**src/rtl/xor_rate_absorb.sv**
```systemverilog
// Registered Ascon rate-XOR/absorb stage with 10* padding and a one-entry output register
// that holds the updated state until the permutation consumes it.
module xor_rate_absorb #(
    parameter int RATE_WORDS = 1,
    localparam int RATE_BYTES = 8 * RATE_WORDS,
    localparam int NB_W = $clog2(RATE_BYTES + 1)
) (
    input  logic                      clock_i,
    input  logic                      reset_i,
    input  logic [4:0][63:0]          state_i,
    input  logic [64*RATE_WORDS-1:0]  data_i,
    input  logic [NB_W-1:0]           nbytes_i,
    input  logic                      last_i,
    input  logic [1:0]                mode_i,
    input  logic                      valid_i,
    output logic                      ready_o,
    output logic [4:0][63:0]          state_o,
    output logic [64*RATE_WORDS-1:0]  data_o,
    output logic                      data_en_o,
    output logic [NB_W-1:0]           nbytes_o,
    output logic                      last_o,
    output logic                      out_valid_o,
    input  logic                      out_ready_i,
    output logic [15:0]               block_cnt_o
);

    if (RATE_WORDS != 1 && RATE_WORDS != 2) begin : g_bad_rate_words
        $error("xor_rate_absorb: RATE_WORDS must be 1 or 2");
    end

    localparam logic [1:0] MODE_ENC    = 2'b01;
    localparam logic [1:0] MODE_DEC    = 2'b10;
    localparam logic [1:0] MODE_BYPASS = 2'b11;

    typedef enum logic {EMPTY, FULL} fsm_t;

    fsm_t                     fsm;
    logic                     accept;
    logic [NB_W-1:0]          k_eff;
    logic                     data_en_nxt;
    logic [4:0][63:0]         state_nxt;
    logic [64*RATE_WORDS-1:0] data_nxt;
    logic [15:0]              cnt_nxt;
    logic [7:0]               rate_byte [RATE_BYTES];
    logic [7:0]               data_byte [RATE_BYTES];

    assign ready_o     = (fsm == EMPTY) || out_ready_i;
    assign accept      = valid_i && ready_o;
    assign out_valid_o = (fsm == FULL);
    assign data_en_nxt = (mode_i == MODE_ENC) || (mode_i == MODE_DEC);

    // Byte j of the rate is big-endian across the rate words, matching data_i.
    for (genvar j = 0; j < RATE_BYTES; j++) begin : g_bytes
        assign rate_byte[j] = state_i[j/8][63-8*(j%8) -: 8];
        assign data_byte[j] = data_i[8*(RATE_BYTES-j)-1 -: 8];
    end

    always_comb begin
        if (!last_i || (nbytes_i > NB_W'(RATE_BYTES))) begin
            k_eff = NB_W'(RATE_BYTES);
        end else begin
            k_eff = nbytes_i;
        end
    end

    // Padding lands on byte k only when k is inside the rate, so a full final block gets none.
    always_comb begin
        state_nxt = state_i;
        data_nxt  = '0;
        for (int j = 0; j < RATE_BYTES; j++) begin
            if (mode_i != MODE_BYPASS) begin
                if (NB_W'(j) < k_eff) begin
                    state_nxt[j/8][63-8*(j%8) -: 8] = (mode_i == MODE_DEC) ? data_byte[j]
                                                                            : rate_byte[j] ^ data_byte[j];
                end else if (NB_W'(j) == k_eff) begin
                    state_nxt[j/8][63-8*(j%8) -: 8] = rate_byte[j] ^ 8'h80;
                end
            end
            if (data_en_nxt && (NB_W'(j) < k_eff)) begin
                data_nxt[8*(RATE_BYTES-j)-1 -: 8] = rate_byte[j] ^ data_byte[j];
            end
        end
    end

    always_comb begin
        if (last_i) begin
            cnt_nxt = '0;
        end else if (block_cnt_o == 16'hFFFF) begin
            cnt_nxt = block_cnt_o;
        end else begin
            cnt_nxt = block_cnt_o + 16'd1;
        end
    end

    // A consume and an accept in the same cycle reload the register without a bubble.
    always_ff @(posedge clock_i) begin
        if (reset_i) begin
            fsm         <= EMPTY;
            state_o     <= '0;
            data_o      <= '0;
            data_en_o   <= 1'b0;
            nbytes_o    <= '0;
            last_o      <= 1'b0;
            block_cnt_o <= '0;
        end else if (accept) begin
            fsm         <= FULL;
            state_o     <= state_nxt;
            data_o      <= data_nxt;
            data_en_o   <= data_en_nxt;
            nbytes_o    <= k_eff;
            last_o      <= last_i;
            block_cnt_o <= cnt_nxt;
        end else if (out_ready_i) begin
            fsm <= EMPTY;
        end
    end

endmodule

```
**config.mk**
```make
export PLATFORM = sky130hd
export DESIGN_NAME = xor_rate_absorb
export DESIGN_NICKNAME = d
export VERILOG_FILES = /design/src/rtl/xor_rate_absorb.sv
export SDC_FILE = /design/constraint.sdc
export NUM_CORES = 1
export LEC_CHECK = 0
export ABC_CLOCK_PERIOD_IN_PS = 4200
export BUFFER_PORTS_ARGS = -buffer_cell sky130_fd_sc_hd__buf_2
export CAP_MARGIN = 20
export CORE_AREA = 2 2 308 310
export CTS_BUF_LIST = sky130_fd_sc_hd__clkbuf_8
export DETAILED_ROUTE_END_ITERATION = 6
export DIE_AREA = 0 0 310 312
export MAX_ROUTING_LAYER = met4
export PLACE_DENSITY = 0.35
export SETUP_SLACK_MARGIN = 0.15
export SLEW_MARGIN = 20
export SYNTH_ARGS = -nofsm -noshare
export SYNTH_HDL_FRONTEND = slang
export SYNTH_SLANG_ARGS = --single-unit
```
**constraint.sdc**
```tcl
create_clock -name clock_i -period 4.2 [get_ports clock_i]
set_input_delay 0.84 -clock clock_i [delete_from_list [all_inputs] [get_ports clock_i]]
set_output_delay 0.84 -clock clock_i [all_outputs]
set_load 0.01 [all_outputs]
```
==> impl_metrics.prom <==
# TYPE chip_impl_metric gauge
chip_impl_info{name="outcome",value="finished clean"} 1
chip_impl_metric{name="final-max-slew-violation-count",unit=""} 0
chip_impl_info{name="setup.worst_path.start",value="out_valid_o"} 1
chip_impl_metric{name="max_clock_freq",unit="MHz"} 384.5
chip_impl_metric{name="synth-seq-cells",unit=""} 407
chip_impl_metric{name="clock_sink_count",unit=""} 407
chip_impl_info{name="final_common_cell",value="sky130_fd_sc_hd__buf_2"} 1
chip_impl_metric{name="postCtsResizedCells",unit=""} 0
chip_impl_metric{name="port_buffer_count",unit=""} 802
chip_impl_metric{name="clk_transition_reported_paths",unit="ns"} 0.06
chip_impl_info{name="setup.worst_path.end",value="ready_o"} 1
chip_impl_info{name="worst_setup_path_category",value="reg -> out"} 1
chip_impl_info{name="cts_tree",value="built"} 1
chip_impl_metric{name="synth_edf_count",unit=""} 0
chip_impl_info{name="synthTopCellsByArea",value="sky130_fd_sc_hd__dfxtp_1 (50%), sky130_fd_sc_hd__nand2_1 (14%), sky130_fd_sc_hd__a21oi_1 (9.0%)"} 1
chip_impl_metric{name="ys_async_sr_fraction",unit="%"} 0
chip_impl_metric{name="critPathRequiredTime",unit="ns"} 3.36
chip_impl_metric{name="tightestPinTransition",unit="ns"} 1.060
chip_impl_metric{name="vdd_drop_max",unit="mV"} 0.1625
chip_impl_metric{name="total_leakage_power",unit="uW"} 0.01068
chip_impl_info{name="dominantRegCellSynth",value="sky130_fd_sc_hd__dfxtp_1"} 1
chip_impl_info{name="hold_start",value="state_i[193]"} 1
chip_impl_metric{name="p_per_area",unit="nW/um^2"} 422.3
chip_impl_metric{name="worst_slew_margin",unit="%"} 29.32
chip_impl_metric{name="antenna_violations_before_repair",unit=""} 25
chip_impl_metric{name="count_of_vias_placed_by_the_detailed_router",unit=""} 17478
chip_impl_metric{name="synth_area_per_cell",unit="um^2"} 7.943
chip_impl_metric{name="detail_route.wl_per_cell",unit="um"} 18.63
chip_impl_info{name="r2r-start",value="out_valid_o"} 1
chip_impl_info{name="min-delay-path-class",value="in -> reg"} 1
chip_impl_metric{name="die_width",unit="um"} 310
chip_impl_metric{name="grt_util_all_layers",unit="%"} 15.70
chip_impl_info{name="layout.cells.most_common_list",value="sky130_fd_sc_hd__buf_2 (801), sky130_fd_sc_hd__nand2_1 (620), sky130_fd_sc_hd__dfxtp_1 (407), sky130_fd_sc_hd__a21oi_1 (293), sky130_fd_sc_hd__o21ai_0 (131)"} 1
chip_impl_metric{name="grt_pass1_vias",unit=""} 17408
chip_impl_metric{name="gpl.final_weighted_congestion",unit=""} 0.8055
chip_impl_metric{name="timing.critical_path.fanout_max",unit=""} 11
chip_impl_metric{name="gr-total-overflow",unit=""} 0
chip_impl_metric{name="multiInputGateArea",unit="um^2"} 7547
chip_impl_metric{name="drtAntennaViolNets",unit=""} 0
chip_impl_metric{name="hpwl",unit="um"} 57860
chip_impl_metric{name="design.core.area",unit="um^2"} 93050
chip_impl_info{name="grt_setup_unrepaired",value="no"} 1
chip_impl_metric{name="syn_nets",unit=""} 2453
chip_impl_metric{name="first_pass_detailed_route_iteration_total",unit=""} 5
chip_impl_metric{name="syn-cell-area",unit="um^2"} 16320
chip_impl_metric{name="viasPerCell",unit=""} 4.202
chip_impl_info{name="path_cells",value="nand2b_1 -> buf_2"} 1
chip_impl_metric{name="dieHeight",unit="um"} 312
chip_impl_metric{name="drc",unit=""} 0
chip_impl_metric{name="finalWorstSetupSlack",unit="ns"} 1.599
chip_impl_metric{name="final.setup_skew",unit="ns"} 0.02798
chip_impl_metric{name="worst-endpoint-arrival",unit="ns"} 1.76
chip_impl_metric{name="report.final.setup_viol",unit=""} 0
chip_impl_info{name="synthDominantAreaCellType",value="sky130_fd_sc_hd__dfxtp_1"} 1
chip_impl_metric{name="wire_length_of_the_first_global_routing_pass",unit="um"} 111300
chip_impl_metric{name="tritoncts_buffer_count",unit=""} 81
chip_impl_info{name="clock_tree.root_cell",value="sky130_fd_sc_hd__clkbuf_8"} 1
chip_impl_metric{name="synth_top_cell_area_share",unit="%"} 49.92
chip_impl_metric{name="finalWirelength",unit="um"} 77490
chip_impl_metric{name="std_cell_rows",unit=""} 112
chip_impl_metric{name="start_util",unit="%"} 17.54
chip_impl_info{name="crit_slowest_cell",value="sky130_fd_sc_hd__nand2b_1"} 1
chip_impl_metric{name="synthDistinctLibCells",unit=""} 58
chip_impl_metric{name="final_worst_path_cycle_share",unit="%"} 61.92
chip_impl_metric{name="finalSetupTns",unit="ns"} 0
chip_impl_info{name="r2r_end",value="state_o[293]"} 1
chip_impl_info{name="timing.critical_path.to_type",value="primary output"} 1
chip_impl_metric{name="finish.net_count",unit=""} 3215
chip_impl_metric{name="finalWorstPathRequiredPeriod",unit="ns"} 2.601
chip_impl_metric{name="cts-root-to-sink-buffers",unit=""} 3
chip_impl_metric{name="postSynthCellCount",unit=""} 2055
chip_impl_metric{name="first_iter_violations",unit=""} 892
chip_impl_metric{name="worst_r2r_setup_slack",unit="ns"} 1.82
chip_impl_metric{name="io_pins",unit=""} 803
chip_impl_metric{name="total_die_area",unit="um^2"} 96720
chip_impl_metric{name="yosys_warnings",unit=""} 0
chip_impl_metric{name="drv.max_cap_violation_count",unit=""} 0
chip_impl_metric{name="final_hold_violating_endpoints",unit=""} 0
chip_impl_metric{name="seqCellArea",unit="um^2"} 8148
chip_impl_metric{name="layout_filler_cell_count",unit=""} 10480
chip_impl_metric{name="layout-drive-gt1-share",unit="%"} 33.80
chip_impl_metric{name="worst_path_largest_cell_delay",unit="ns"} 0.44
chip_impl_metric{name="insertion_delay",unit="ns"} 0.70
chip_impl_metric{name="grt_start_max_net_pins",unit=""} 173
chip_impl_info{name="critPathLaunchType",value="register"} 1
chip_impl_metric{name="postCtsHoldBufs",unit=""} 0
chip_impl_metric{name="synth.yosys.seq_area_share",unit="%"} 49.92
chip_impl_metric{name="flow.area_growth_from_synthesis",unit="%"} 42.93
chip_impl_metric{name="detailedPlace.worstSlack",unit="ns"} 1.099
chip_impl_metric{name="cts_setup_buffers",unit=""} 0
chip_impl_metric{name="htree_num_levels",unit=""} 3
chip_impl_metric{name="reg2regPathDepth",unit=""} 6
-- synthesized netlist by cell type, types with 3 or more instances --
cell and instances:
sky130_fd_sc_hd__a21oi_1 294, sky130_fd_sc_hd__a21o_1 4, sky130_fd_sc_hd__nand4_1 3, sky130_fd_sc_hd__nand2b_1 8, sky130_fd_sc_hd__o31ai_1 8, sky130_fd_sc_hd__o211ai_1 8, sky130_fd_sc_hd__a31oi_1 19, sky130_fd_sc_hd__a22oi_1 93
sky130_fd_sc_hd__a221oi_1 8, sky130_fd_sc_hd__mux2_2 7, sky130_fd_sc_hd__buf_1 13, sky130_fd_sc_hd__nor2b_1 9, sky130_fd_sc_hd__buf_2 43, sky130_fd_sc_hd__xor2_1 65, sky130_fd_sc_hd__nor3_1 6, sky130_fd_sc_hd__ha_1 3
sky130_fd_sc_hd__nor2_1 105, sky130_fd_sc_hd__a32oi_1 7, sky130_fd_sc_hd__nand3b_1 5, sky130_fd_sc_hd__and2_1 3, sky130_fd_sc_hd__mux2i_1 3, sky130_fd_sc_hd__nor4b_1 8, sky130_fd_sc_hd__nand3_1 22, sky130_fd_sc_hd__o21ai_0 131
sky130_fd_sc_hd__clkbuf_1 91, sky130_fd_sc_hd__dfxtp_1 407, sky130_fd_sc_hd__nand2_1 621, sky130_fd_sc_hd__xnor2_1 16, sky130_fd_sc_hd__inv_1 8
-- cells by family after synthesis --
| group | share of synthesized area, % |
|---|---|
| buffers and inverters | 4.094 |
| AOI/OAI and AO/OA | 20.80 |
| adders and majority gates | 0.2300 |
| and+or+nand+nor | 19.95 |
| xor gates and xnor gates | 4.346 |
| DFF | 49.92 |
| muxes | 0.6670 |
-- critical path: cells and delay by family, from the launching register on --
family / cells / cell delay (ns)
buffers and inverters: 1 / 0.30
DFF: 1 / 0.31
and+or+nand+nor: 1 / 0.44
-- metrics by stage --
stage          hold slack (ns)  instances  utilization (%)  power [uW]  area [um^2]
2_1_floorplan           0.4625       2055                -        4996        16320
3_3_place_gp            0.4338       3988            23.22        5753        21600
3_5_place_dp            0.4371       3988            23.22        5771        21600
4_1_cts                 0.2416       4136            25.01       10110        23270
5_1_grt                 0.2926       4159            25.07       10410        23330
6_report                0.3705       4159            25.07        9853        23330
-- state kept, by name, indices dropped and copies added (netlist names) --
register     count
out_valid_o      1
nbytes_o         4
last_o           1
block_cnt_o     16
data_o          64
state_o        320
data_en_o        1
-- how the worst min path moves through the flow --
| stage | slack [ns] | to | cells past startpoint |
|---|---|---|---|
| 2_1_floorplan | 0.46 | state_o[23] | 2 |
| 3_3_place_gp | 0.43 | state_o[13] | 2 |
| 3_5_place_dp | 0.44 | state_o[23] | 2 |
| 4_1_cts | 0.24 | state_o[198] | 3 |
| 5_1_grt | 0.29 | state_o[286] | 3 |
| 6_report | 0.37 | state_o[193] | 3 |
-- area by class of cell --
cell class	count	share of cell area (%)
Clock buffer	100	5.900
Inverter	8	0.1287
Sequential cell	407	34.93
Tap cell	1254	6.726
Multi-Input combinational cell	1490	32.35
Timing Repair Buffer	829	18.49
Clock inverter	48	1.228
Antenna cell	23	0.2467
-- report_power, final --
group	internal, uW	switching, uW
logic	552	901
clock network	2290	1910
registers	4090	111
-- layer usage --
layer | GRT usage, % | up-vias | wire length [um]
li1 | - | 8537 | -
met1 | 15.84 | 8168 | 28620
met2 | 26.78 | 634 | 38540
met3 | 6.062 | 139 | 7577
met4 | 6.950 | 0 | 2765
met5 | - | - | 0
Note: power is estimated with default switching activity, not from simulation.
